## src/rtl/countdown_timer_pkg.sv

```systemverilog
// Shared types and defaults for the loadable countdown timer.
package countdown_timer_pkg;

  localparam int CDT_WIDTH = 8;

  typedef enum logic {
    IDLE = 1'b0,
    RUN  = 1'b1
  } state_e;

endpackage : countdown_timer_pkg

```

## src/rtl/countdown_timer_if.sv

```systemverilog
// Load handshake, control levels and status outputs of the countdown timer.
interface countdown_timer_if
  import countdown_timer_pkg::*;
#(
  parameter int WIDTH = CDT_WIDTH
);

  logic             io_load_valid;
  logic             io_load_ready;
  logic [WIDTH-1:0] io_load_payload;
  logic             io_autoReload;
  logic             io_pause;
  logic             io_clear;
  logic [WIDTH-1:0] io_value;
  logic             io_busy;
  logic             io_done;

  modport master (
    output io_load_valid,
    output io_load_payload,
    output io_autoReload,
    output io_pause,
    output io_clear,
    input  io_load_ready,
    input  io_value,
    input  io_busy,
    input  io_done
  );

  modport slave (
    input  io_load_valid,
    input  io_load_payload,
    input  io_autoReload,
    input  io_pause,
    input  io_clear,
    output io_load_ready,
    output io_value,
    output io_busy,
    output io_done
  );

endinterface : countdown_timer_if

```

## src/rtl/countdown_timer.sv

```systemverilog
// Loadable down-counter with one-cycle expiry pulse and optional auto-reload.
module countdown_timer
  import countdown_timer_pkg::*;
#(
  parameter int WIDTH = CDT_WIDTH
) (
  input logic              clk,
  input logic              reset,
  countdown_timer_if.slave bus
);

  state_e           state_q, state_d;
  logic [WIDTH-1:0] value_q, value_d;
  logic [WIDTH-1:0] reload_q, reload_d;
  logic             done_q, done_d;
  logic             load_fire;

  // Decrement that can never wrap below zero.
  function automatic logic [WIDTH-1:0] sat_dec(input logic [WIDTH-1:0] v);
    return (v == '0) ? '0 : v - WIDTH'(1);
  endfunction

  assign load_fire = bus.io_load_valid && (state_q == IDLE) && !bus.io_clear;

  always_ff @(posedge clk) begin
    if (reset) begin
      state_q  <= IDLE;
      value_q  <= '0;
      reload_q <= '0;
      done_q   <= 1'b0;
    end else begin
      state_q  <= state_d;
      value_q  <= value_d;
      reload_q <= reload_d;
      done_q   <= done_d;
    end
  end

  always_comb begin
    state_d  = state_q;
    value_d  = value_q;
    reload_d = reload_q;
    done_d   = 1'b0;
    if (bus.io_clear) begin
      state_d = IDLE;
      value_d = '0;
    end else begin
      case (state_q)
        IDLE: begin
          if (load_fire) begin
            if (bus.io_load_payload != '0) begin
              value_d  = bus.io_load_payload;
              reload_d = bus.io_load_payload;
              state_d  = RUN;
            end else begin
              // A zero load expires immediately without ever entering RUN.
              value_d = '0;
              done_d  = 1'b1;
            end
          end
        end
        RUN: begin
          if (!bus.io_pause) begin
            if (value_q > WIDTH'(1)) begin
              value_d = sat_dec(value_q);
            end else begin
              done_d = 1'b1;
              if (bus.io_autoReload) begin
                value_d = reload_q;
              end else begin
                value_d = '0;
                state_d = IDLE;
              end
            end
          end
        end
        default: begin
          state_d = IDLE;
          value_d = '0;
        end
      endcase
    end
  end

  always_comb begin
    bus.io_load_ready = (state_q == IDLE) && !bus.io_clear;
    bus.io_busy       = (state_q == RUN);
    bus.io_value      = value_q;
    bus.io_done       = done_q;
  end

endmodule : countdown_timer

```

## src/flat_wrapper.sv

```systemverilog
// flat-port wrapper written by rule: the top's interface ports become plain ports
module countdown_timer_flat import countdown_timer_pkg::*;
#(
  parameter int WIDTH = CDT_WIDTH
)
  (clk, reset, bus_io_load_valid, bus_io_load_payload, bus_io_autoReload, bus_io_pause, bus_io_clear, bus_io_load_ready, bus_io_value, bus_io_busy, bus_io_done);
  countdown_timer_if #(.WIDTH(WIDTH)) bus_i ();
  input logic clk;
  input logic reset;
  input wire logic [$bits(bus_i.io_load_valid)-1:0] bus_io_load_valid;
  input wire logic [$bits(bus_i.io_load_payload)-1:0] bus_io_load_payload;
  input wire logic [$bits(bus_i.io_autoReload)-1:0] bus_io_autoReload;
  input wire logic [$bits(bus_i.io_pause)-1:0] bus_io_pause;
  input wire logic [$bits(bus_i.io_clear)-1:0] bus_io_clear;
  output wire logic [$bits(bus_i.io_load_ready)-1:0] bus_io_load_ready;
  output wire logic [$bits(bus_i.io_value)-1:0] bus_io_value;
  output wire logic [$bits(bus_i.io_busy)-1:0] bus_io_busy;
  output wire logic [$bits(bus_i.io_done)-1:0] bus_io_done;
  assign bus_i.io_load_valid = bus_io_load_valid;
  assign bus_i.io_load_payload = bus_io_load_payload;
  assign bus_i.io_autoReload = bus_io_autoReload;
  assign bus_i.io_pause = bus_io_pause;
  assign bus_i.io_clear = bus_io_clear;
  assign bus_io_load_ready = bus_i.io_load_ready;
  assign bus_io_value = bus_i.io_value;
  assign bus_io_busy = bus_i.io_busy;
  assign bus_io_done = bus_i.io_done;
  countdown_timer #(.WIDTH(WIDTH)) u_core (.clk(clk), .reset(reset), .bus(bus_i));
endmodule
```

## config.mk

```make
export PLATFORM = sky130hd
export DESIGN_NAME = countdown_timer_flat
export DESIGN_NICKNAME = d
export VERILOG_FILES = /design/src/rtl/countdown_timer_pkg.sv /design/src/rtl/countdown_timer_if.sv /design/src/rtl/countdown_timer.sv /design/src/flat_wrapper.sv
export SDC_FILE = /design/constraint.sdc
export NUM_CORES = 1
export LEC_CHECK = 0
export CAP_MARGIN = 30
export CORE_MARGIN = 5
export CORE_UTILIZATION = 35
export DETAILED_ROUTE_END_ITERATION = 12
export HOLD_SLACK_MARGIN = 0.06
export MAX_ROUTING_LAYER = met4
export PLACE_DENSITY_LB_ADDON = 0.12
export SLEW_MARGIN = 20
export SYNTH_ARGS = -nofsm -noshare
export SYNTH_HDL_FRONTEND = slang
export SYNTH_SLANG_ARGS = --single-unit
```

## constraint.sdc

```tcl
create_clock -name clk -period 2.1 [get_ports clk]
set_input_delay 0.525 -clock clk [delete_from_list [all_inputs] [get_ports clk]]
set_output_delay 0.525 -clock clk [all_outputs]
set_load 0.02 [all_outputs]
```

==> metrics.md <==
| Metric | Value |
|---|---|
| Number of global-route vias before repair | `1,043` |
| Final setup viols | `0` |
| Final Non-Filler Cells | `approximately 220` |
| Largest stage delay, worst path | `slightly below 0.7 ns` |
| Core ar. | `3050 µm²` |
| Pwr/cell area | `slightly below 500 nW/µm²` |
| Crit path DAT | `around 1.5 ns` |
| Max Fclk | `approximately 500 MHz` |
| Post-Syn Instances | `about 140` |
| Die Area | `~4400 µm²` |
| Max Slew Vio Count | `0` |
| Final min period | `between 2 and 2.5 ns` |
| Syn Nets | `around 150` |
| Worst IR Drop VDD | `~260 µV` |
| Filler cell count in the final layout | `between 300 and 400` |
| Global-route wire length before repair | `a little under 5 mm` |
| CTS Root Cell | `clkbuf_4` |
| Dpl hpwl | `approximately 2.3 mm` |
| Initial core utilization | `between 30 and 40%` |
| Sequential-to-total area share from yosys stat | `between 30 and 40%` |
| RSZ-0062 raised after global routing | `no` |
| Max stage delay cell, worst path | `clkdlybuf4s50_1` |
| Num Clock Sinks | `18` |
| CP max FO | `8` |
| Drt first-iter violations | `99` |
| Via density | `roughly 5` |
| IO Pins | `25` |
| Largest net degree at the start of global routing | `17` |
| Min-Delay Path Class | `reg -> reg` |
| NumNets Final | `192` |
| Worst setup path endpoint | `bus_io_value[2]` |
| Syn_area_per_cell | `roughly 8.2 µm²` |
| CTS tree | `built` |
| N_diodes | `0` |
| Max Clock Skew | `0.00278 ns` |
| Routed Antenna Nets | `0` |
| Synth cell types | `41` |
| Worst r2r src | `u_core.bus.io_value[0]` |
| Area growth syn-to-layout | `37.7%` |
| Mean routed wirelength per cell | `13.4 µm` |
| Quantity of gates resized following cts | `1` |
| CP endpoint kind | `output port` |
| Worst-margin pin slew | `0.456 ns` |
| Status | `completed` |
| # rows | `20` |
| Worst R2R End | `u_core.bus.io_value[1]` |
| Post-synth EDFFs | `0` |
| Hold buffers post-CTS | `0` |
| Final hold vios | `0` |
| Placed instance count | `roughly 210` |
| Delay-heaviest family, CP | `buffers and inverters` |
| Depth of the worst register-to-register path | `6` |
| Postcts setup bufs | `0` |
| Setup Crit Path Kind | `reg -> out` |
| Clk slew on worst S/H paths | `roughly 0.10 ns` |
| Share of flip-flops with an asynchronous set or reset | `0%` |
| Vias | `roughly 1,100` |
| Congestion Overflow GR | `0` |
| MaxCap Viol Count | `0` |
| Die Y | `roughly 66 µm` |
| Yosys warns | `0` |
| Required time worst endpoint | `1.57 ns` |
| DR DRC count | `0` |
| Setup crit start | `u_core.bus.io_value[2]` |
| Total Wirelength | `between 2 and 3 mm` |
| Total stage count of the critical path | `1` |
| Fin crit share | `a little over nine tenths` |
| Startpoint types | `flop` |
| Leak | `slightly below 0.0006 µW` |
| DR pass1 iterations | `4` |
| Initial antenna violation count | `0` |
| Crit path buffers/inverters | `1` |
| Relative slew slack | `69.6%` |
| GP Congestion | `a little over 0.8` |
| Insertion delay to the later sink of the worst-skew pair | `around 0.28 ns` |
| Flop2flop setup slack | `between 0.2 and 0.3 ns` |
| Final core utilization | `approximately half` |
| CTS buffer count | `3` |
| Crit path cell chain | `clkdlybuf4s50_1` |
| H-tree Lvls | `1` |
| GRT Total Usage | `14.6%` |
| Port Buffers | `24` |
| Clk buf depth | `2` |
| Layout cells sized above 1 | `between 10% and 20%` |
| Die span in x | `between 60 and 70 µm` |
| #FFs+latches synth | `18` |
| Ys flop type | `dfxtp_1` |
| Post-Synthesis Cell Area | `1110 µm²` |
| Setup tns final | `0 ns` |
==> sequential cells by signal (all words and copies together) (netlist names) <==
name and count:
u_core.bus.io_busy 1, u_core.bus.io_done 1, u_core.bus.io_value 8, u_core.reload_q 8
==> report_power, final <==
| group | leakage (µW) | switching, µW | internal [µW] | total, µW |
|---|---|---|---|---|
| clock | 0.0000138 | 99.1 | 66.5 | 166 |
| sequential | 0.000147 | 17.7 | 356 | 374 |
| combinational | 0.000424 | 106 | 113 | 219 |
| total | 0.000584 | 223 | 535 | 758 |
==> per-layer routing <==
layer  vias to the layer above  routed length [µm]  GRT usage, %
li1                        570                   -             -
met1                       516                1390          19.7
met2                        30                1360          22.7
met3                         2                 138          1.87
met4                         0                  19          4.57
met5                         -                   0             -
==> worst reg2reg max path, stage by stage, from the launching register on <==
cell	delay, ns
dfxtp_1	0.49
inv_1	0.14
ha_1	0.24
or3_1	0.41
a31oi_1	0.22
a211oi_1	0.07
nor4_1	0.16
==> metrics by stage <==
step | power (µW) | worst slack, ns | area [µm²] | hold slack (ns)
2_1_floorplan | 503 | 0.218 | 1110 | 0.431
3_3_place_gp | 598 | -0.162 | 1510 | 0.467
3_5_place_dp | 601 | -0.192 | 1510 | 0.458
4_1_cts | 764 | 0.0655 | 1530 | 0.474
5_1_grt | 804 | 0.00787 | 1530 | 0.497
6_report | 758 | 0.0896 | 1530 | 0.475
==> synthesized netlist by cell type, types with 3 or more instances <==
library cell | instances | area (µm²)
ha_1 | 3 | 37.5
nor3_1 | 9 | 45.0
buf_2 | 3 | 15.0
a21oi_1 | 5 | 25.0
a211o_1 | 6 | 52.6
o21ai_0 | 3 | 15.0
a31oi_1 | 7 | 43.8
dfxtp_1 | 18 | 360
nor2_1 | 22 | 82.6
mux2i_1 | 9 | 90.1
nand2_1 | 12 | 45.0
clkbuf_1 | 4 | 15.0
==> worst min-delay path by stage <==
stage	start	to	slack [ns]	cells after the start
after global placement	u_core.reload_q[3]	u_core.bus.io_value[3]	0.47	2
after detailed placement	u_core.reload_q[3]	u_core.bus.io_value[3]	0.46	2
after floorplan	u_core.reload_q[3]	u_core.bus.io_value[3]	0.43	2
after CTS	u_core.reload_q[3]	u_core.bus.io_value[3]	0.47	2
after global routing	u_core.reload_q[3]	u_core.bus.io_value[3]	0.50	2
final	u_core.reload_q[3]	u_core.bus.io_value[3]	0.47	2
==> area by class of cell <==
| cell class | count | area, µm² | share of cell area [%] |
|---|---|---|---|
| inverter | 2 | 7.51 | 0.492 |
| timing repair buffer | 44 | 389 | 25.5 |
| multi-input combinational | 106 | 692 | 45.3 |
| clock buffer | 3 | 22.5 | 1.48 |
| tap | 44 | 55.1 | 3.61 |
| sequential | 18 | 360 | 23.6 |
==> cell usage in the layout (no fill, tap or decap), drive strengths merged, types with 6 or more instances in the layout <==
cell type,count
nor3,11
a211o,6
nor2,22
clkdlybuf4s50,23
dfxtp,18
a21oi,6
nand2,12
buf,20
a31oi,7
mux2i,9
==> logic make-up (layout without fill, tap and decap cells) <==
family	count (synthesis)	in the layout	synth area share (%)
simple gates	61	61	29.3
compound gates	32	32	20.8
flops	18	18	32.5
buf+inv	12	49	5.08
mux	9	9	8.13
fa+ha+maj	3	3	3.39
xor+xnor	1	1	0.790
(Power assumes the default switching activity.)
